## config.mk

```make
export PLATFORM = sky130hd
export DESIGN_NAME = noc_pkt_injector_flat
export DESIGN_NICKNAME = d
export VERILOG_FILES = /design/src/rtl/noc_pkt_injector_if.sv /design/src/rtl/noc_pkt_injector.sv /design/src/flat_wrapper.sv
export SDC_FILE = /design/constraint.sdc
export NUM_CORES = 1
export LEC_CHECK = 0
export ABC_CLOCK_PERIOD_IN_PS = 4200
export CAP_MARGIN = 20
export CELL_PAD_IN_SITES_DETAIL_PLACEMENT = 0
export CELL_PAD_IN_SITES_GLOBAL_PLACEMENT = 1
export CORE_AREA = 2 2 237 239
export CTS_BUF_LIST = sky130_fd_sc_hd__clkbuf_16
export DETAILED_ROUTE_END_ITERATION = 8
export DIE_AREA = 0 0 239 241
export PLACE_DENSITY_LB_ADDON = 0.25
export SLEW_MARGIN = 20
export SYNTH_ARGS = -nofsm -noshare
export SYNTH_HDL_FRONTEND = slang
export SYNTH_SLANG_ARGS = --single-unit
```

## constraint.sdc

```tcl
create_clock -name clock -period 4.2 [get_ports clock]
set_clock_uncertainty 0.15 [all_clocks]
set_input_delay 1.26 -clock clock [delete_from_list [all_inputs] [get_ports clock]]
set_output_delay 1.26 -clock clock [all_outputs]
set_load 0.005 [all_outputs]
```

## src/rtl/noc_pkt_injector_if.sv

```systemverilog
// ---------------------------------------------------------------------------
// noc_pkt_injector_if
//
// Bundles every per-channel handshake and bus signal of the packet injector
// so the injector and its environment connect through a single port.
//
// Signal summary (NCH channels, channel c occupies slice c of each vector):
//   desc_valid/desc_ready/desc_header/desc_size/desc_mode : descriptor input
//   pl_valid/pl_data/pl_ready                             : external payload
//   gap_cycles                                            : shared idle gap
//   rx/data_in/credit_o                                   : router port
//   busy/pkt_count                                        : channel status
//
// Modports:
//   master : the injector itself (drives router port, handshakes, status)
//   slave  : the environment feeding descriptors/payload and returning credit
// ---------------------------------------------------------------------------
interface noc_pkt_injector_if #(
    parameter int NCH        = 5,
    parameter int FLIT_WIDTH = 16,
    parameter int SIZE_WIDTH = 8,
    parameter int GAP_WIDTH  = 4,
    parameter int CNT_WIDTH  = 16
);
    logic [NCH-1:0]            desc_valid;
    logic [NCH-1:0]            desc_ready;
    logic [NCH*FLIT_WIDTH-1:0] desc_header;
    logic [NCH*SIZE_WIDTH-1:0] desc_size;
    logic [NCH-1:0]            desc_mode;
    logic [NCH-1:0]            pl_valid;
    logic [NCH*FLIT_WIDTH-1:0] pl_data;
    logic [NCH-1:0]            pl_ready;
    logic [GAP_WIDTH-1:0]      gap_cycles;
    logic [NCH-1:0]            rx;
    logic [NCH*FLIT_WIDTH-1:0] data_in;
    logic [NCH-1:0]            credit_o;
    logic [NCH-1:0]            busy;
    logic [NCH*CNT_WIDTH-1:0]  pkt_count;

    modport master (
        input  desc_valid, desc_header, desc_size, desc_mode,
        input  pl_valid, pl_data, gap_cycles, credit_o,
        output desc_ready, pl_ready, rx, data_in, busy, pkt_count
    );

    modport slave (
        output desc_valid, desc_header, desc_size, desc_mode,
        output pl_valid, pl_data, gap_cycles, credit_o,
        input  desc_ready, pl_ready, rx, data_in, busy, pkt_count
    );
endinterface

```

## src/rtl/noc_pkt_injector.sv

```systemverilog
// ---------------------------------------------------------------------------
// noc_pkt_injector
//
// Multi-channel packet source. Each of NCH independent channels accepts a
// descriptor (header, payload size, payload mode), then drives its router
// port with header flit, size flit and payload flits under credit flow
// control. Payload comes either from an external stream (mode 0) or is
// generated as header+i+1 (mode 1). After each packet the channel idles for
// the gap latched at descriptor accept, and counts completed packets.
//
// Ports:
//   clock : rising-edge clock for all logic
//   reset : synchronous, active-high; returns every channel to IDLE
//   inj   : noc_pkt_injector_if.master bundle (descriptor, payload, router
//           port, busy and packet counters)
// ---------------------------------------------------------------------------
module noc_pkt_injector #(
    parameter int NCH        = 5,
    parameter int FLIT_WIDTH = 16,
    parameter int SIZE_WIDTH = 8,
    parameter int GAP_WIDTH  = 4,
    parameter int CNT_WIDTH  = 16
) (
    input logic                 clock,
    input logic                 reset,
    noc_pkt_injector_if.master  inj
);

    localparam logic [2:0] S_IDLE = 3'd0;
    localparam logic [2:0] S_HDR  = 3'd1;
    localparam logic [2:0] S_SIZE = 3'd2;
    localparam logic [2:0] S_PAY  = 3'd3;
    localparam logic [2:0] S_GAP  = 3'd4;

    localparam logic [FLIT_WIDTH-1:0] FLIT_ONE = {{(FLIT_WIDTH-1){1'b0}}, 1'b1};
    localparam logic [SIZE_WIDTH-1:0] SIZE_ONE = {{(SIZE_WIDTH-1){1'b0}}, 1'b1};
    localparam logic [GAP_WIDTH-1:0]  GAP_ONE  = {{(GAP_WIDTH-1){1'b0}}, 1'b1};
    localparam logic [CNT_WIDTH-1:0]  CNT_ONE  = {{(CNT_WIDTH-1){1'b0}}, 1'b1};

    for (genvar c = 0; c < NCH; c++) begin : g_ch
        logic [2:0]            state;
        logic [FLIT_WIDTH-1:0] hdr_q;
        logic [SIZE_WIDTH-1:0] size_q;
        logic [SIZE_WIDTH-1:0] idx_q;
        logic                  mode_q;
        logic [GAP_WIDTH-1:0]  gap_q;
        logic [GAP_WIDTH-1:0]  gcnt_q;
        logic [CNT_WIDTH-1:0]  cnt_q;

        logic                  rx_c;
        logic                  pl_ready_c;
        logic [FLIT_WIDTH-1:0] data_c;
        logic                  xfer;
        logic                  last_pay;
        logic                  pkt_done;

        // Flit presented on the router port for the current state. In
        // external-payload mode the port simply mirrors the payload stream,
        // and the payload is consumed on the same edge the router takes it.
        always_comb begin
            rx_c       = 1'b0;
            data_c     = '0;
            pl_ready_c = 1'b0;
            case (state)
                S_HDR: begin
                    rx_c   = 1'b1;
                    data_c = hdr_q;
                end
                S_SIZE: begin
                    rx_c   = 1'b1;
                    data_c = FLIT_WIDTH'(size_q);
                end
                S_PAY: begin
                    if (mode_q) begin
                        rx_c   = 1'b1;
                        data_c = hdr_q + FLIT_WIDTH'(idx_q) + FLIT_ONE;
                    end else begin
                        rx_c       = inj.pl_valid[c];
                        data_c     = inj.pl_valid[c] ? inj.pl_data[c*FLIT_WIDTH +: FLIT_WIDTH] : '0;
                        pl_ready_c = inj.pl_valid[c] & inj.credit_o[c];
                    end
                end
                default: begin
                end
            endcase
        end

        // The last-payload test uses the latched size, which is nonzero
        // whenever PAY is entered, so size-1 never underflows.
        assign xfer     = rx_c & inj.credit_o[c];
        assign last_pay = (idx_q == (size_q - SIZE_ONE));
        assign pkt_done = xfer & (((state == S_SIZE) && (size_q == '0)) ||
                                  ((state == S_PAY) && last_pay));

        // Channel sequencer. Packet completion is handled ahead of the
        // per-state moves because it can come from either SIZE or PAY.
        always_ff @(posedge clock) begin
            if (reset) begin
                state  <= S_IDLE;
                hdr_q  <= '0;
                size_q <= '0;
                idx_q  <= '0;
                mode_q <= 1'b0;
                gap_q  <= '0;
                gcnt_q <= '0;
                cnt_q  <= '0;
            end else if (pkt_done) begin
                cnt_q <= cnt_q + CNT_ONE;
                if (gap_q == '0) begin
                    state <= S_IDLE;
                end else begin
                    gcnt_q <= gap_q;
                    state  <= S_GAP;
                end
            end else begin
                case (state)
                    S_IDLE: begin
                        if (inj.desc_valid[c]) begin
                            hdr_q  <= inj.desc_header[c*FLIT_WIDTH +: FLIT_WIDTH];
                            size_q <= inj.desc_size[c*SIZE_WIDTH +: SIZE_WIDTH];
                            mode_q <= inj.desc_mode[c];
                            gap_q  <= inj.gap_cycles;
                            idx_q  <= '0;
                            state  <= S_HDR;
                        end
                    end
                    S_HDR: begin
                        if (xfer) begin
                            state <= S_SIZE;
                        end
                    end
                    S_SIZE: begin
                        if (xfer) begin
                            state <= S_PAY;
                        end
                    end
                    S_PAY: begin
                        if (xfer) begin
                            idx_q <= idx_q + SIZE_ONE;
                        end
                    end
                    S_GAP: begin
                        if (gcnt_q <= GAP_ONE) begin
                            state <= S_IDLE;
                        end else begin
                            gcnt_q <= gcnt_q - GAP_ONE;
                        end
                    end
                    default: begin
                        state <= S_IDLE;
                    end
                endcase
            end
        end

        assign inj.rx[c]                                  = rx_c;
        assign inj.data_in[c*FLIT_WIDTH +: FLIT_WIDTH]    = data_c;
        assign inj.pl_ready[c]                            = pl_ready_c;
        assign inj.busy[c]                                = (state != S_IDLE);
        assign inj.desc_ready[c]                          = (state == S_IDLE);
        assign inj.pkt_count[c*CNT_WIDTH +: CNT_WIDTH]    = cnt_q;
    end

endmodule

```

## src/flat_wrapper.sv

```systemverilog
// flat-port wrapper written by rule: the top's interface ports become plain ports
module noc_pkt_injector_flat 
#(
    parameter int NCH        = 5,
    parameter int FLIT_WIDTH = 16,
    parameter int SIZE_WIDTH = 8,
    parameter int GAP_WIDTH  = 4,
    parameter int CNT_WIDTH  = 16
)
  (clock, reset, inj_desc_valid, inj_desc_header, inj_desc_size, inj_desc_mode, inj_pl_valid, inj_pl_data, inj_gap_cycles, inj_credit_o, inj_desc_ready, inj_pl_ready, inj_rx, inj_data_in, inj_busy, inj_pkt_count);
  noc_pkt_injector_if #(.NCH(NCH), .FLIT_WIDTH(FLIT_WIDTH), .SIZE_WIDTH(SIZE_WIDTH), .GAP_WIDTH(GAP_WIDTH), .CNT_WIDTH(CNT_WIDTH)) inj_i ();
  input logic clock;
  input logic reset;
  input wire logic [$bits(inj_i.desc_valid)-1:0] inj_desc_valid;
  input wire logic [$bits(inj_i.desc_header)-1:0] inj_desc_header;
  input wire logic [$bits(inj_i.desc_size)-1:0] inj_desc_size;
  input wire logic [$bits(inj_i.desc_mode)-1:0] inj_desc_mode;
  input wire logic [$bits(inj_i.pl_valid)-1:0] inj_pl_valid;
  input wire logic [$bits(inj_i.pl_data)-1:0] inj_pl_data;
  input wire logic [$bits(inj_i.gap_cycles)-1:0] inj_gap_cycles;
  input wire logic [$bits(inj_i.credit_o)-1:0] inj_credit_o;
  output wire logic [$bits(inj_i.desc_ready)-1:0] inj_desc_ready;
  output wire logic [$bits(inj_i.pl_ready)-1:0] inj_pl_ready;
  output wire logic [$bits(inj_i.rx)-1:0] inj_rx;
  output wire logic [$bits(inj_i.data_in)-1:0] inj_data_in;
  output wire logic [$bits(inj_i.busy)-1:0] inj_busy;
  output wire logic [$bits(inj_i.pkt_count)-1:0] inj_pkt_count;
  assign inj_i.desc_valid = inj_desc_valid;
  assign inj_i.desc_header = inj_desc_header;
  assign inj_i.desc_size = inj_desc_size;
  assign inj_i.desc_mode = inj_desc_mode;
  assign inj_i.pl_valid = inj_pl_valid;
  assign inj_i.pl_data = inj_pl_data;
  assign inj_i.gap_cycles = inj_gap_cycles;
  assign inj_i.credit_o = inj_credit_o;
  assign inj_desc_ready = inj_i.desc_ready;
  assign inj_pl_ready = inj_i.pl_ready;
  assign inj_rx = inj_i.rx;
  assign inj_data_in = inj_i.data_in;
  assign inj_busy = inj_i.busy;
  assign inj_pkt_count = inj_i.pkt_count;
  noc_pkt_injector #(.NCH(NCH), .FLIT_WIDTH(FLIT_WIDTH), .SIZE_WIDTH(SIZE_WIDTH), .GAP_WIDTH(GAP_WIDTH), .CNT_WIDTH(CNT_WIDTH)) u_core (.clock(clock), .reset(reset), .inj(inj_i));
endmodule
```

Word-level counts from Yosys, hierarchy flattened

Index checks and enable logic that the tools add are counted.

Register bits after elaboration: 300

Reductions and logical operators: 70
Add/subtract/negate cells: 30
Eq/ne operators: 70
Mux-type cells: 105
Bitwise gates (word level): 20
$lt $le $gt $ge: 5

Operators with widths:

| operator                                                               | count |
|---|---|
| 16-bit one-hot mux with 3 select lines                                 | 5 |
| 16-bit by 1-bit adder with 16-bit output (second input constant)       | 10 |
| 16-bit 2-to-1 mux                                                      | 10 |
| 3-bit 2-to-1 mux                                                       | 30 |
| 16-bit by 8-bit adder with 16-bit output                               | 5 |
| 4-bit 2-to-1 mux                                                       | 20 |
| 8-bit 2-to-1 mux                                                       | 10 |
| 8-bit one-hot mux with 2 select lines                                  | 5 |
| 3-bit one-hot mux with 5 select lines                                  | 5 |
| 3-bit by 1-bit != test with 1-bit output (second input constant)       | 15 |
| 8-bit by 1-bit adder with 8-bit output (second input constant)         | 5 |
| 8-bit == test                                                          | 5 |
| 8-bit logical NOT                                                      | 5 |
| 8-bit by 1-bit subtractor with 8-bit output (second input constant)    | 5 |
| 3-bit by 2-bit == test with 1-bit output (second input constant)       | 10 |
| 2-bit by 1-bit != test with 1-bit output (second input constant)       | 15 |
| 3-bit AND reduction                                                    | 10 |
| 5-bit AND reduction                                                    | 5 |
| 4-bit by 1-bit <= comparator with 1-bit output (second input constant) | 5 |
| 4-bit logical NOT                                                      | 5 |
| 2-bit != test (second input constant)                                  | 10 |
| 4-bit AND reduction                                                    | 5 |
| 2-bit nonzero test                                                     | 10 |
| 4-bit by 1-bit subtractor with 4-bit output (second input constant)    | 5 |
| 12 further kinds                                                       | 85 |

Longest topological paths before layout

Word-level depth: 7
Gate-level depth with buffers: 13
Gate-level depth less buffers: 11

Least setup slack after synthesis

OpenSTA, ideal clock, no wires.

Kind: reg2out
Start: register u_core.g_ch[3].idx_q[0]
End: output port inj_data_in[62]
Path slack: -118 ps
Stages on the path, launching flop included: 12
Arrival: 2,908 ps
Data required time: 2,790 ps
Path buffers: 0
Cells stage by stage: dfxtp_1 inv_1 ha_1 fa_1 nor2b_1 o21ai_0 a21boi_0 o21ai_0 a2111oi_0 nand3_1 xor2_1 o22ai_1

Longest elaborated chain between the ends: 4

RTL lines:

| item                                     | line                    | text |
|---|---|---|
| start: declaration                       | noc_pkt_injector.sv:44  | `logic [SIZE_WIDTH-1:0] idx_q;` |
| start signal: assignment                 | noc_pkt_injector.sv:139 | `idx_q <= idx_q + SIZE_ONE;` |
| 16-bit by 8-bit adder with 16-bit output | noc_pkt_injector.sv:76  | `data_c = hdr_q + FLIT_WIDTH'(idx_q) + FLIT_ONE;` |
| 16-bit by 1-bit adder with 16-bit output | noc_pkt_injector.sv:76  |  |
| 16-bit 2-to-1 mux                        | noc_pkt_injector.sv:74  | `if (mode_q) begin` |
| 16-bit one-hot mux with 3 select lines   | noc_pkt_injector.sv:64  | `case (state)` |
| end: declaration                         | flat_wrapper.sv:25      | `output wire logic [$bits(inj_i.data_in)-1:0] inj_data_in;` |

No other way between the ends.

Final worst setup path

Start: register u_core.g_ch[1].idx_q[0]
End: output port inj_data_in[30]

Longest elaborated chain between the ends: 4

RTL lines:

| item                                     | line |
|---|---|
| start: declaration                       | noc_pkt_injector.sv:44 |
| start signal: assignment                 | noc_pkt_injector.sv:139 |
| 16-bit by 8-bit adder with 16-bit output | noc_pkt_injector.sv:76 |
| 16-bit by 1-bit adder with 16-bit output | noc_pkt_injector.sv:76 |
| 16-bit 2-to-1 mux                        | noc_pkt_injector.sv:74 |
| 16-bit one-hot mux with 3 select lines   | noc_pkt_injector.sv:64 |

No other way between the ends.

==> out/qor.yml <==
logic_synthesis:
  synthArstFlopShare: 0
  ys_seq_area_frac: 0.333
  synthTopCellsByArea: "dfxtp_1 (33%), nand2_1 (8.8%), a21oi_1 (6.8%)"
  avgSynthCellArea_um2: 7.45
  ys_warn_count: 0
  synth.area.mux_share: 0.0175
  synth_top_family_by_area: "simple AND/OR/NAND/NOR gates"
  synth_flop_cell: "dfxtp_1"
  syn-cell-area_um2: 18100
  synth_edf_count: 0
  synth_top_area_share: 0.333
  netlist_instances: 2425
  synth_compound_area_frac: 0.196
  synth-simple-area-share: 0.274
  yosysUniqueCellTypes: 75
  syn_nets: 2721
  synth-adder-area-share: 0.0506
  synth_xor_area_frac: 0.0781
  ys_ff_latch: 300
  synth_top_area_cell: "dfxtp_1"
pwr:
  worst_ir_drop_vdd_mv: 0.202
  powerDensity_nw_per_um2: 312
  power_leakage_nw: 10.0
setup_path:
  crit_slowest_cell: "fa_2"
  path_cells: "inv_2 -> ha_4 -> fa_2 -> nor2b_4 -> o21ai_2 -> a21boi_2 -> o21ai_2 -> a211oi_2 -> buf_4 -> nand3_2 -> mux2_4 -> a21oi_2 -> buf_2"
  crit_type: "register to output port"
  cp-start-kind: "register"
  crit_path_max_incr_delay_ns: 0.38
  cp-end-kind: "output port"
  crit_buf_inv: 3
  critPathMaxFanout: 2
  crit_family: "compound AO/OA/AOI/OAI gates"
  worstPathArrival_ns: 2.99
  critPathRequiredTime_ns: 2.79
  critPathMostFrequentCell: "o21ai_2"
finish:
  area_delta_synth_final_pct: 42.7
  drive_gt1_frac: 0.165
  layout.cells.non_filler: 3649
  n_fill_cell: 5415
  layout_commonest_cell: "nand2_1"
  final_area_um2: 25800
  num_antenna_cells: 0
  utilization: 0.470
  final_cell_mix: "nand2_1 (417), clkdlybuf4s50_1 (321), dfxtp_1 (276)"
  final_nets: 3211
global_routing:
  antenna_found_initial: 0
  grt_first_pass_wirelength_mm: 100
  first_global_vias: 18511
  grt_util_all_layers: 0.214
  grt_overflow: 0
  grt_max_degree: 88
cts:
  h-tree-depth: 2
  clock_latency_ns: 0.56
  holdBufCountCts: 0
  root_buffer: "clkbuf_16"
  cts_tree: "yes"
  max-clock-path-buffers: 3
  cts_buffers: 39
  cts.clk_slew.worst_paths_ns: 0.06
  clock_sinks: 300
timing:
  slew_headroom: 0.374
  fin_crit_sh: 1.05
  hold_slack_ns: 0.318
  hold_violations: 0
  tightest_slew_ns: 0.927
  period_needed_ns: 4.40
  finalWorstSetupSlack_ns: -0.201
  setup_viol: 17
  slew_violations: 0
  rsz0062_at_grt: "true"
  fmax_mhz: 227
placed_design:
  preCtsSetupSlack_ns: -0.518
  post_dp_cell_area_um2: 23500
  routabilityCongestion: 0.913
  numPortBuffers: 405
  hpwl_mm: 47.0
  placed_cells: 3521
floorplan:
  die_y_um: 241
  row_count: 86
  core_um2: 54900
  die_width_um: 239
  start_util: 0.329
  io_pins: 406
  dieArea_um2: 57600
routing:
  postRouteAntennaNets: 0
  wl_per_cell_um: 17.6
  via_per_inst: 5.29
  routed_wl_mm: 64.3
  vias: 19289
  drt_iter0_drc: 1122
  dr.pass1.iters: 5
  drc: 0
worst_hold_path:
  hold_class: "register to register"
outcome:
  violations: "setup timing"
  status: "finished, violations left"
flow_run:
  drv_cap: 0
## cells in the mapped netlist (all sizes together), types with 18 or more instances
library cell and count:
a21oi 248, nand2 422, and2 20, xor2 77, a22oi 45, dfxtp 300
nand3 48, nor2b 37, o21ai 123, inv 79, mux2i 27, and3 29
nor4 29, or3 40, nor3 68, a31oi 22, nor2 208, buf 31
o22ai 32, nand2b 18, nand4 50, ha 65, clkbuf 125, xnor2 84
## path summary, 6_finish.rpt
path | start | endpoint | slack (ns) | cells past startpoint
worst max-delay path | u_core.g_ch[1].idx_q[0]$_SDFFE_PP0P_ | inj_data_in[30] | -0.20 | 13
worst min-delay path | u_core.g_ch[0].gap_q[1]$_SDFFE_PP0P_ | u_core.g_ch[0].gap_q[1]$_SDFFE_PP0P_ | 0.32 | 2
worst min register to register | u_core.g_ch[0].gap_q[1]$_SDFFE_PP0P_ | u_core.g_ch[0].gap_q[1]$_SDFFE_PP0P_ | 0.32 | 2
worst max register to register | u_core.g_ch[0].size_q[0]$_SDFFE_PP0P_ | u_core.g_ch[0].idx_q[7]$_SDFFE_PP0P_ | 0.79 | 10
## registers in the layout, summed over array words and instances (netlist names)
register	count
u_core.g_ch.hdr_q	80
u_core.g_ch.cnt_q	80
u_core.g_ch.mode_q	5
u_core.g_ch.idx_q	40
u_core.g_ch.state	15
u_core.g_ch.gcnt_q	20
u_core.g_ch.gap_q	20
u_core.g_ch.size_q	40
## through the flow
step                      power (mW)  TNS, ns
after floorplan                 4.10        0
after global placement          4.82    -9.72
after detailed placement        4.84   -10.64
after CTS                       8.12    -4.27
after global routing            8.45    -5.71
final                           8.04    -1.74
## power breakdown
part / internal (mW) / switching (mW)
clock: 1.85 / 1.33
sequential: 2.99 / 0.215
combinational: 0.805 / 0.846
## routing by layer
layer	wire [um]	vias to the layer above	GRT usage	part of all wire
met4	1420	0	0.0608	0.022
met5	0	-	0	0
met1	28700	9175	0.278	0.45
li1	-	9486	-	-
met3	3550	102	0.0392	0.055
met2	30700	526	0.362	0.48
## what timing repair did
action                                  CTS  global route
pin swaps                               110            82
gates resized for setup                 358           125
endpoints found under the setup margin   79            66
setup buffers                            53            17
## worst reg2reg max path, stage by stage, from the launching register on
cell       delay (ns)
dfxtp_1          0.39
inv_1            0.09
ha_1             0.24
nor4b_2          0.30
nor4b_1          0.10
a2111oi_0        0.44
a2111oi_0        0.16
o21a_1           0.34
or4_4            0.59
or4_1            0.41
a21oi_1          0.14
## area by class of cell
cell class / instances / area, um2 / share of cell area
well taps: 704 / 881 / 0.0342
repair buffers: 605 / 5450 / 0.211
clock inverters: 31 / 206 / 0.00801
multi-input cells: 1890 / 11900 / 0.462
clock buffers: 40 / 1000 / 0.0388
inverters: 79 / 297 / 0.0115
flip-flops and latches: 300 / 6040 / 0.234
## kinds of logic after synthesis
family	Yosys count
buffers and inverters	235
XOR/XNOR	161
adder cells (fa/ha/maj)	70
AO/OA/AOI/OAI	587
AND/OR/NAND/NOR	1041
flip-flops	300
multiplexers	31
Note: power is estimated with default switching activity, not from simulation.
